==> config.mk <==
export PLATFORM = sky130hd
export DESIGN_NAME = clint_multihart
export DESIGN_NICKNAME = d
export VERILOG_FILES = /design/src/rtl/clint_multihart.sv
export SDC_FILE = /design/constraint.sdc
export NUM_CORES = 1
export LEC_CHECK = 0
export CAP_MARGIN = 20
export CORE_ASPECT_RATIO = 0.5
export CORE_UTILIZATION = 36
export DETAILED_ROUTE_END_ITERATION = 10
export PLACE_DENSITY = 0.64
export SLEW_MARGIN = 20
export SYNTH_ARGS = -nofsm -noshare
export SYNTH_HDL_FRONTEND = slang
export SYNTH_SLANG_ARGS = --single-unit
==> constraint.sdc <==
create_clock -name clk -period 5.6 [get_ports clk]
set_input_delay 1.12 -clock clk [delete_from_list [all_inputs] [get_ports clk]]
set_output_delay 1.12 -clock clk [all_outputs]
set_load 0.01 [all_outputs]
==> src/rtl/clint_multihart.sv <==
// Core-local interruptor for up to four harts: a free-running 64-bit mtime
// with a programmable prescaler, per-hart mtimecmp and msip registers, and a
// minimal single-beat AXI4-Lite slave port for register access.
module clint_multihart #(
    parameter int unsigned NUM_HARTS = 1,
    parameter logic [31:0] BASE_ADDR = 32'h0200_0000,
    parameter int unsigned TICK_DIV  = 1
) (
    input  logic                 clk,
    input  logic                 resetn,
    input  logic                 awvalid,
    output logic                 awready,
    input  logic [31:0]          awaddr,
    input  logic                 wvalid,
    output logic                 wready,
    input  logic [31:0]          wdata,
    input  logic [3:0]           wstrb,
    output logic                 bvalid,
    input  logic                 bready,
    output logic [1:0]           bresp,
    input  logic                 arvalid,
    output logic                 arready,
    input  logic [31:0]          araddr,
    output logic                 rvalid,
    input  logic                 rready,
    output logic [31:0]          rdata,
    output logic [1:0]           rresp,
    output logic [NUM_HARTS-1:0] mtip,
    output logic [NUM_HARTS-1:0] msip
);

    localparam int unsigned PW = (TICK_DIV > 1) ? $clog2(TICK_DIV) : 1;
    localparam logic [1:0]  RESP_OKAY   = 2'b00;
    localparam logic [1:0]  RESP_SLVERR = 2'b10;

    typedef enum logic [2:0] {
        REG_NONE, REG_MSIP, REG_CMP_LO, REG_CMP_HI, REG_TIME_LO, REG_TIME_HI
    } reg_sel_e;

    typedef struct packed {
        reg_sel_e   sel;
        logic [1:0] hart;
    } decode_t;

    // Map a word address onto a register; anything outside the window or
    // beyond the configured hart count decodes to REG_NONE.
    function automatic decode_t decode(input logic [29:0] word_addr);
        logic [29:0] off_w;
        decode_t     d;
        off_w  = word_addr - BASE_ADDR[31:2];
        d.sel  = REG_NONE;
        d.hart = 2'b00;
        if (off_w[29:14] == 16'h0) begin
            if (off_w[13:0] < 14'(NUM_HARTS)) begin
                d.sel  = REG_MSIP;
                d.hart = off_w[1:0];
            end else if (off_w[13:0] >= 14'h1000 &&
                         off_w[13:0] <  14'h1000 + 14'(2 * NUM_HARTS)) begin
                d.sel  = off_w[0] ? REG_CMP_HI : REG_CMP_LO;
                d.hart = off_w[2:1];
            end else if (off_w[13:0] == 14'h2FFE) begin
                d.sel = REG_TIME_LO;
            end else if (off_w[13:0] == 14'h2FFF) begin
                d.sel = REG_TIME_HI;
            end
        end
        return d;
    endfunction

    // Byte-lane merge of write data into an existing 32-bit word.
    function automatic logic [31:0] merge_bytes(input logic [31:0] old_v,
                                                input logic [31:0] new_v,
                                                input logic [3:0]  strb);
        logic [31:0] res;
        for (int i = 0; i < 4; i++) begin
            res[8*i +: 8] = strb[i] ? new_v[8*i +: 8] : old_v[8*i +: 8];
        end
        return res;
    endfunction

    logic [PW-1:0]        presc_q, presc_d;
    logic [63:0]          mtime_q, mtime_d;
    logic [63:0]          cmp_q [NUM_HARTS];
    logic [63:0]          cmp_d [NUM_HARTS];
    logic [NUM_HARTS-1:0] msip_q, msip_d;
    logic                 bvalid_q, rvalid_q;
    logic [1:0]           bresp_q, rresp_q;
    logic [31:0]          rdata_q;

    logic        wr_fire, rd_fire, time_wr, tick;
    decode_t     wr_dec, rd_dec;
    logic [31:0] rd_data;
    logic        rd_err;
    logic        unused_addr_lsbs;

    // Byte offset bits carry no meaning for word-sized registers.
    assign unused_addr_lsbs = ^{awaddr[1:0], araddr[1:0]};

    assign wr_dec  = decode(awaddr[31:2]);
    assign rd_dec  = decode(araddr[31:2]);
    assign wr_fire = awvalid && wvalid && !bvalid_q;
    assign awready = wr_fire;
    assign wready  = wr_fire;
    assign rd_fire = arvalid && !rvalid_q;
    assign arready = !rvalid_q;
    assign time_wr = wr_fire && (wstrb != 4'b0000) &&
                     (wr_dec.sel == REG_TIME_LO || wr_dec.sel == REG_TIME_HI);

    // Prescaler and mtime next state; a bus write to mtime overrides the tick.
    always_comb begin
        // NOTE: every comb output gets a default first so no latch is inferred.
        tick    = (presc_q == PW'(TICK_DIV - 1));
        presc_d = tick ? '0 : presc_q + PW'(1);
        mtime_d = tick ? mtime_q + 64'd1 : mtime_q;
        if (time_wr) begin
            presc_d = '0;
            mtime_d = mtime_q;
            if (wr_dec.sel == REG_TIME_LO) begin
                mtime_d[31:0]  = merge_bytes(mtime_q[31:0], wdata, wstrb);
            end else begin
                mtime_d[63:32] = merge_bytes(mtime_q[63:32], wdata, wstrb);
            end
        end
    end

    // Per-hart msip / mtimecmp next state from accepted writes.
    always_comb begin
        msip_d = msip_q;
        for (int h = 0; h < NUM_HARTS; h++) begin
            cmp_d[h] = cmp_q[h];
            if (wr_fire && wr_dec.hart == 2'(h)) begin
                case (wr_dec.sel)
                    REG_MSIP:   if (wstrb[0]) msip_d[h] = wdata[0];
                    REG_CMP_LO: cmp_d[h][31:0]  = merge_bytes(cmp_q[h][31:0], wdata, wstrb);
                    REG_CMP_HI: cmp_d[h][63:32] = merge_bytes(cmp_q[h][63:32], wdata, wstrb);
                    default: ;
                endcase
            end
        end
    end

    // Read data mux, sampled from current register state.
    always_comb begin
        rd_data = 32'h0;
        rd_err  = 1'b0;
        case (rd_dec.sel)
            REG_NONE:    rd_err  = 1'b1;
            REG_TIME_LO: rd_data = mtime_q[31:0];
            REG_TIME_HI: rd_data = mtime_q[63:32];
            default: begin
                for (int h = 0; h < NUM_HARTS; h++) begin
                    if (rd_dec.hart == 2'(h)) begin
                        if (rd_dec.sel == REG_MSIP)        rd_data = {31'h0, msip_q[h]};
                        else if (rd_dec.sel == REG_CMP_LO) rd_data = cmp_q[h][31:0];
                        else                               rd_data = cmp_q[h][63:32];
                    end
                end
            end
        endcase
    end

    // Interrupt outputs derived directly from the registers.
    always_comb begin
        mtip = '0;
        for (int h = 0; h < NUM_HARTS; h++) begin
            mtip[h] = (mtime_q >= cmp_q[h]);
        end
        msip = msip_q;
    end

    // Architectural timer and interrupt registers.
    always_ff @(posedge clk or negedge resetn) begin
        if (!resetn) begin
            presc_q <= '0;
            mtime_q <= 64'h0;
            msip_q  <= '0;
            // NOTE: the small mtimecmp array is real architectural state with a
            // defined reset value, so it is reset like any other flop.
            for (int h = 0; h < NUM_HARTS; h++) cmp_q[h] <= '1;
        end else begin
            // NOTE: non-blocking so all flops update from pre-edge values.
            presc_q <= presc_d;
            mtime_q <= mtime_d;
            msip_q  <= msip_d;
            for (int h = 0; h < NUM_HARTS; h++) cmp_q[h] <= cmp_d[h];
        end
    end

    // Write response channel: one response per accepted write.
    always_ff @(posedge clk or negedge resetn) begin
        if (!resetn) begin
            bvalid_q <= 1'b0;
            bresp_q  <= RESP_OKAY;
        end else if (wr_fire) begin
            bvalid_q <= 1'b1;
            bresp_q  <= (wr_dec.sel == REG_NONE) ? RESP_SLVERR : RESP_OKAY;
        end else if (bvalid_q && bready) begin
            bvalid_q <= 1'b0;
        end
    end

    // Read data channel: capture on accept, hold until taken.
    always_ff @(posedge clk or negedge resetn) begin
        if (!resetn) begin
            rvalid_q <= 1'b0;
            rresp_q  <= RESP_OKAY;
            rdata_q  <= 32'h0;
        end else if (rd_fire) begin
            rvalid_q <= 1'b1;
            rresp_q  <= rd_err ? RESP_SLVERR : RESP_OKAY;
            rdata_q  <= rd_data;
        end else if (rvalid_q && rready) begin
            rvalid_q <= 1'b0;
        end
    end

    assign bvalid = bvalid_q;
    assign bresp  = bresp_q;
    assign rvalid = rvalid_q;
    assign rresp  = rresp_q;
    assign rdata  = rdata_q;

endmodule

# == After elaboration in Yosys (flattened, before gate mapping) ==
# Cells that the tools add are included.
# totals
regBits,168
input_bits,107
out_inout_bits,43
word_cells,128
# op_classes
add_sub_neg,4
n_lt_le_gt_ge,7
eq_ne,20
muxes,35
n_reduce_logical,39
# op_table
operator,count
32-bit two-way mux,5
64-bit two-way mux,2
32-bit case mux with 3 select lines,1
"64-bit by 1-bit adder with 64-bit output, second input constant",1
64-bit >= comparator,1
"30-bit by 24-bit subtractor with 30-bit output, second input constant",2
"14-bit == test, second input constant",4
3-bit AND reduction,17
16-bit logical NOT,2
8-bit two-way mux,4
"14-bit by 13-bit >= comparator with 1-bit output, second input constant",2
"14-bit by 1-bit less-than comparator with 1-bit output, second input constant",2
"14-bit by 13-bit less-than comparator with 1-bit output, second input constant",2
5-bit two-way mux,4
3-bit two-way mux,6
"3-bit == test, second input constant",4
1-bit logical AND,10
"2-bit inequality test, second input constant",5
"3-bit by 2-bit == test with 1-bit output, second input constant",3
1-bit two-way mux,9
2-bit two-way mux,4
"3-bit by 1-bit == test with 1-bit output, second input constant",2
3-bit logical NOT,2
2-bit logical NOT,2
other kinds (6),9

# == Depth between registers and ports, before layout ==
# logic_depth
depth_word,12
mapped_depth,11
mapped_depth_nobuf,9

# == Worst setup path before layout ==
# OpenSTA, ideal clock, no wires.
# synth_timing
kind,input port to flip-flop
startpoint,input awaddr[25]
endpoint,register mtime_q[45]
setup_time_ns,0.129
t_arrival_ns,3.090
required_ns,5.471
setup_slack_ns,2.380
cell_stages,11
path_buffers,2
cell_sequence,inv_1 ha_1 xnor2_1 nand3_1 or2_2 clkbuf_1 o41ai_1 buf_2 nor3_1 a311oi_1 nor3_1
# synth_via
elab_chain_cells,8
word_cells_on_any_way,12
classes_between,add/sub (1); eq/ne (5); mux (2); reduce/logical (4)
# synth_lines
element,line_no,text
"start, declared",13,"input logic [31:0] awaddr,"
30-bit by 24-bit subtractor with 30-bit output *,50,off_w = word_addr - BASE_ADDR[31:2];
16-bit logical NOT *,53,if (off_w[29:14] == 16'h0) begin
5-bit two-way mux *,53,
3-bit == test (on tied branches),"107, 118",
1-bit logical OR,107,(wr_dec.sel == REG_TIME_LO || wr_dec.sel == REG_TIME_HI);
1-bit logical AND,106,assign time_wr = wr_fire && (wstrb != 4'b0000) &&
2-bit inequality test (no source line) / 2-bit by 1-bit inequality test with 1-bit output (equally long branches),n/a,
3-bit AND reduction (no source line),n/a,
"end signal, assigned",183,mtime_q <= mtime_d;
"end, declared",82,"logic [63:0] mtime_q, mtime_d;"
# Every way passes the cells marked *; elsewhere a longest branch is shown, timed or not.
# A chain may end at the register's enable or synchronous reset.

# == Worst setup path in the final report ==
# layout_timing
startpoint,register cmp_q[22] (netlist name)
endpoint,output mtip
# layout_via
elab_chain_cells,1
# layout_lines
element,line_no,text
"start, declared",83,logic [63:0] cmp_q [NUM_HARTS];
64-bit >= comparator,166,mtip[h] = (mtime_q >= cmp_q[h]);
"end, declared",28,"output logic [NUM_HARTS-1:0] mtip,"
# No other way between the ends.

==> flow_metrics.tcl <==
set metrics [dict create \
    outcome "complete, no violations" \
    grt_max_degree 91 \
    postCtsResizedCells 0 \
    synth_edf_count 0 \
    internal-power_w 0.002037 \
    timing.slew.headroom_pct 34.06 \
    share_seq_of_total_power_pct 45.5 \
    hpwl_um 23650 \
    r2r.worst_path.cells 7 \
    insertedDiodeCount 0 \
    synth.cell_area_mm2 0.01047 \
    setup_total_negative_slack_ps 0 \
    clk_sink_count 165 \
    hold_start "cmp_q[9]" \
    ys_types 65 \
    path_class "register to primary output" \
    wl_per_cell_um 19.21 \
    timing_hold_violations_final 0 \
    post-cts-setup-buffers 0 \
    globalRouteTotalUtil_pct 21.76 \
    final_slew_viol_count 0 \
    ys.flop_type "dfrtp_1" \
    grt_setup_unrepaired "false" \
    final.period_utilization_pct 86.24 \
    place.gp.congestion 0.9500 \
    hold_buffers 0 \
    stdcell_count 1661 \
    place_inst 1629 \
    worstPathCellList "inv_1, ha_1, nand4_1, nor4_1, a221oi_1, o211ai_1, a31oi_1, a21oi_1, clkdlybuf4s50_1" \
    worst_setup_path_end_kind "primary output" \
    drv.max_cap_violation_count 0 \
    power_frac_comb_pct 6.4 \
    regToRegEndpoint "mtime_q[38]" \
    layout_cells_sized_above_1_pct 14.15 \
    clock-root-buffer "clkbuf_16" \
    tritoncts "done" \
    placementRows 43 \
    die_w_um 243.2 \
    clock_power_share_pct 48.0 \
    grt_pass1_wl_um 50870 \
    crit_path_top_delay_cell "nor4_1" \
    max_stage_delay_ps 690 \
    yosys_register_bits 165 \
    switching_share_pct 22.62 \
    globalRouteOverflowTotal 0 \
    first_global_vias 9403 \
    leakage_nw 5.494 \
    worstPathRequired_ps 4480 \
    clk_path_buf_depth 2 \
    vias 9507 \
    period_needed_ps 4830 \
    power.density_mw_per_mm2 204.4 \
    syn_to_final_growth_pct 23.00 \
    power.switching_w 0.0005957 \
    drt_wirelength_um 31910 \
    timing.critical_path.from "cmp_q[22]" \
    design.core.area_mm2 0.02814 \
    port_buffers 143 \
    design_power_total_w 0.002633 \
    worst-endpoint-arrival_ps 3710 \
    starting_density_of_the_core_pct 37.22 \
    cts.clk_slew.worst_paths_ps 60 \
    synth_area_per_cell_um2 9.155 \
    max-vdd-ir-drop_mv 0.2132 \
    capture_point_of_the_worst_path "mtip" \
    ys_async_sr_fraction_pct 100.0 \
    cts_htree_levels 4 \
    number_of_antenna_violations_at_the_first_check_in_global_routing 0 \
    critPathMaxFanout 3 \
    io-pin-count 150 \
    die-height_um 122.6 \
    worst_setup_path_start_kind "register" \
    drt_pre_antenna_iters 5 \
    drt_drc_violations_left 0 \
    final.setup_skew_ps 10.51 \
    holdCritPathClass "register to register" \
    worst_pin_slew_ps 984.8 \
    ant_nets 0 \
    die-area_mm2 0.02982 \
    synth.yosys.warnings 0 \
    clock_insertion_delay_worst_skew_ps 440 \
    design.final.nets 1440 \
    synth_sequential_area_ratio_pct 40.19 \
    reg2reg_slack_ps 2660 \
    setup_violations 0 \
    maxClockFrequency_mhz 207.1 \
    netlist_instances 1144 \
    dr_iter_0_viols 760 \
    vias_per_cell 5.724 \
    crit-reg2reg-launch "mtime_q[7]" \
    cts-buffers-inserted 17 \
]
registers in the layout (all words and copies together) (netlist names):
name     count
mtime_q     64
msip         1
rvalid       1
rresp        1
bvalid       1
bresp        1
rdata       32
cmp_q       64
power by group through the flow:
stage / clock [W] / combinational (W) / sequential [W]
floorplan: 0 / 0.0000312 / 0.00122
CTS: 0.00128 / 0.000171 / 0.00120
global placement: 0 / 0.000168 / 0.00122
global route: 0.00133 / 0.000183 / 0.00120
detailed placement: 0 / 0.000171 / 0.00122
finish: 0.00126 / 0.000169 / 0.00120
cells by family after synthesis:
group	count (synthesis)	share of synthesized area (%)
and+or+nand+nor	366	18.17
AOI/OAI and AO/OA	301	17.98
DFF	165	40.19
buffers and inverters	146	5.555
muxes	96	9.903
adders and majority gates	67	8.004
xor gates and xnor gates	2	0.1673
other	1	0.03580
through the flow:
step / util (%) / hold slack [ps] / instance area (µm²) / worst slack [ps]
finish: 45.78 / 493.2 / 12880 / 770.5
CTS: 45.78 / 494.8 / 12880 / 869.6
global route: 45.78 / 503.5 / 12880 / 720.0
floorplan: - / 467.7 / 10480 / 2380
detailed placement: 43.56 / 485.6 / 12260 / 1302
global placement: 43.56 / 468.3 / 12260 / 1355
worst max-delay path, delay by kind of cell (launching register included):
kind,cells,cell delay [ps]
AOI/OAI and AO/OA,4,900
adders and majority gates,1,300
buffers and inverters,2,620
DFF,1,540
and+or+nand+nor,2,910
synth_stat cells, types with 4 or more instances:
master    number  area (µm²)
nand4_1       28       175.2
a21o_1         4       30.03
nor2_1        66       247.7
a311oi_1       5       43.79
mux2i_1       35       350.3
nand2_1       95       356.6
mux2_2        61       686.9
ha_1          67       838.3
o21ai_0      107       535.5
dfrtp_1      101        2527
and2_1         9       56.30
a31oi_1        4       25.02
nand3_1       42       210.2
o22ai_1        8       50.05
clkbuf_1      35       131.4
o211a_1        6       60.06
a21oi_1       61       305.3
nor3_1        44       220.2
a22oi_1       31       232.7
dfstp_2       64        1682
inv_1         94       352.8
a211oi_1      28       210.2
buf_2         12       60.06
o211ai_1      17       127.6
and3_1        24       150.1
or4_1          8       60.06
and4_1        14       122.6
or3_1          4       25.02
nor4_1        15       93.84
cells in the final DEF, fill, tap and decap left out, types with 5 or more instances in the layout:
cell | netlist | layout
dfstp_2 | 64 | 64
mux2_2 | 61 | 61
nand4_1 | 28 | 28
a211oi_1 | 28 | 28
mux2i_1 | 35 | 35
nand3_1 | 42 | 42
o211a_1 | 6 | 6
nand2_1 | 95 | 95
nor3_1 | 44 | 44
ha_1 | 67 | 67
o21ai_0 | 107 | 107
and3_1 | 24 | 24
nor4_1 | 15 | 15
buf_4 | 3 | 9
or4_1 | 8 | 8
a311oi_1 | 5 | 5
o22ai_1 | 8 | 8
clkbuf_16 | 0 | 17
inv_1 | 94 | 94
o211ai_1 | 17 | 17
a22oi_1 | 31 | 31
and2_1 | 9 | 9
clkinvlp_4 | 0 | 5
dfrtp_1 | 101 | 101
and4_1 | 14 | 14
a21oi_1 | 61 | 61
nor2_1 | 66 | 66
clkdlybuf4s50_1 | 0 | 142
layer usage:
layer	up-vias	part of all wire (%)	GRT usage (%)
met5	-	0	0
met4	0	1.6	6.132
met3	48	5.6	4.089
met2	298	47	35.63
met1	4680	46	29.48
li1	4481	-	-
cell type report:
type | instances | area [µm²]
inverter | 95 | 356.6
clock inverter | 13 | 181.4
fill | 2632 | 15260
clock buffer | 19 | 442.9
tap | 382 | 478.0
sequential | 165 | 4209
multi-input combinational | 834 | 5694
timing repair buffer | 153 | 1520
worst min path at each step:
stage | cells past startpoint | to | slack [ps]
final | 2 | cmp_q[9] | 490
after global routing | 2 | cmp_q[9] | 500
after CTS | 2 | cmp_q[9] | 490
after detailed placement | 2 | cmp_q[9] | 490
after global placement | 2 | rresp[1] | 470
after floorplan | 2 | cmp_q[22] | 470
(Power assumes the default switching activity.)
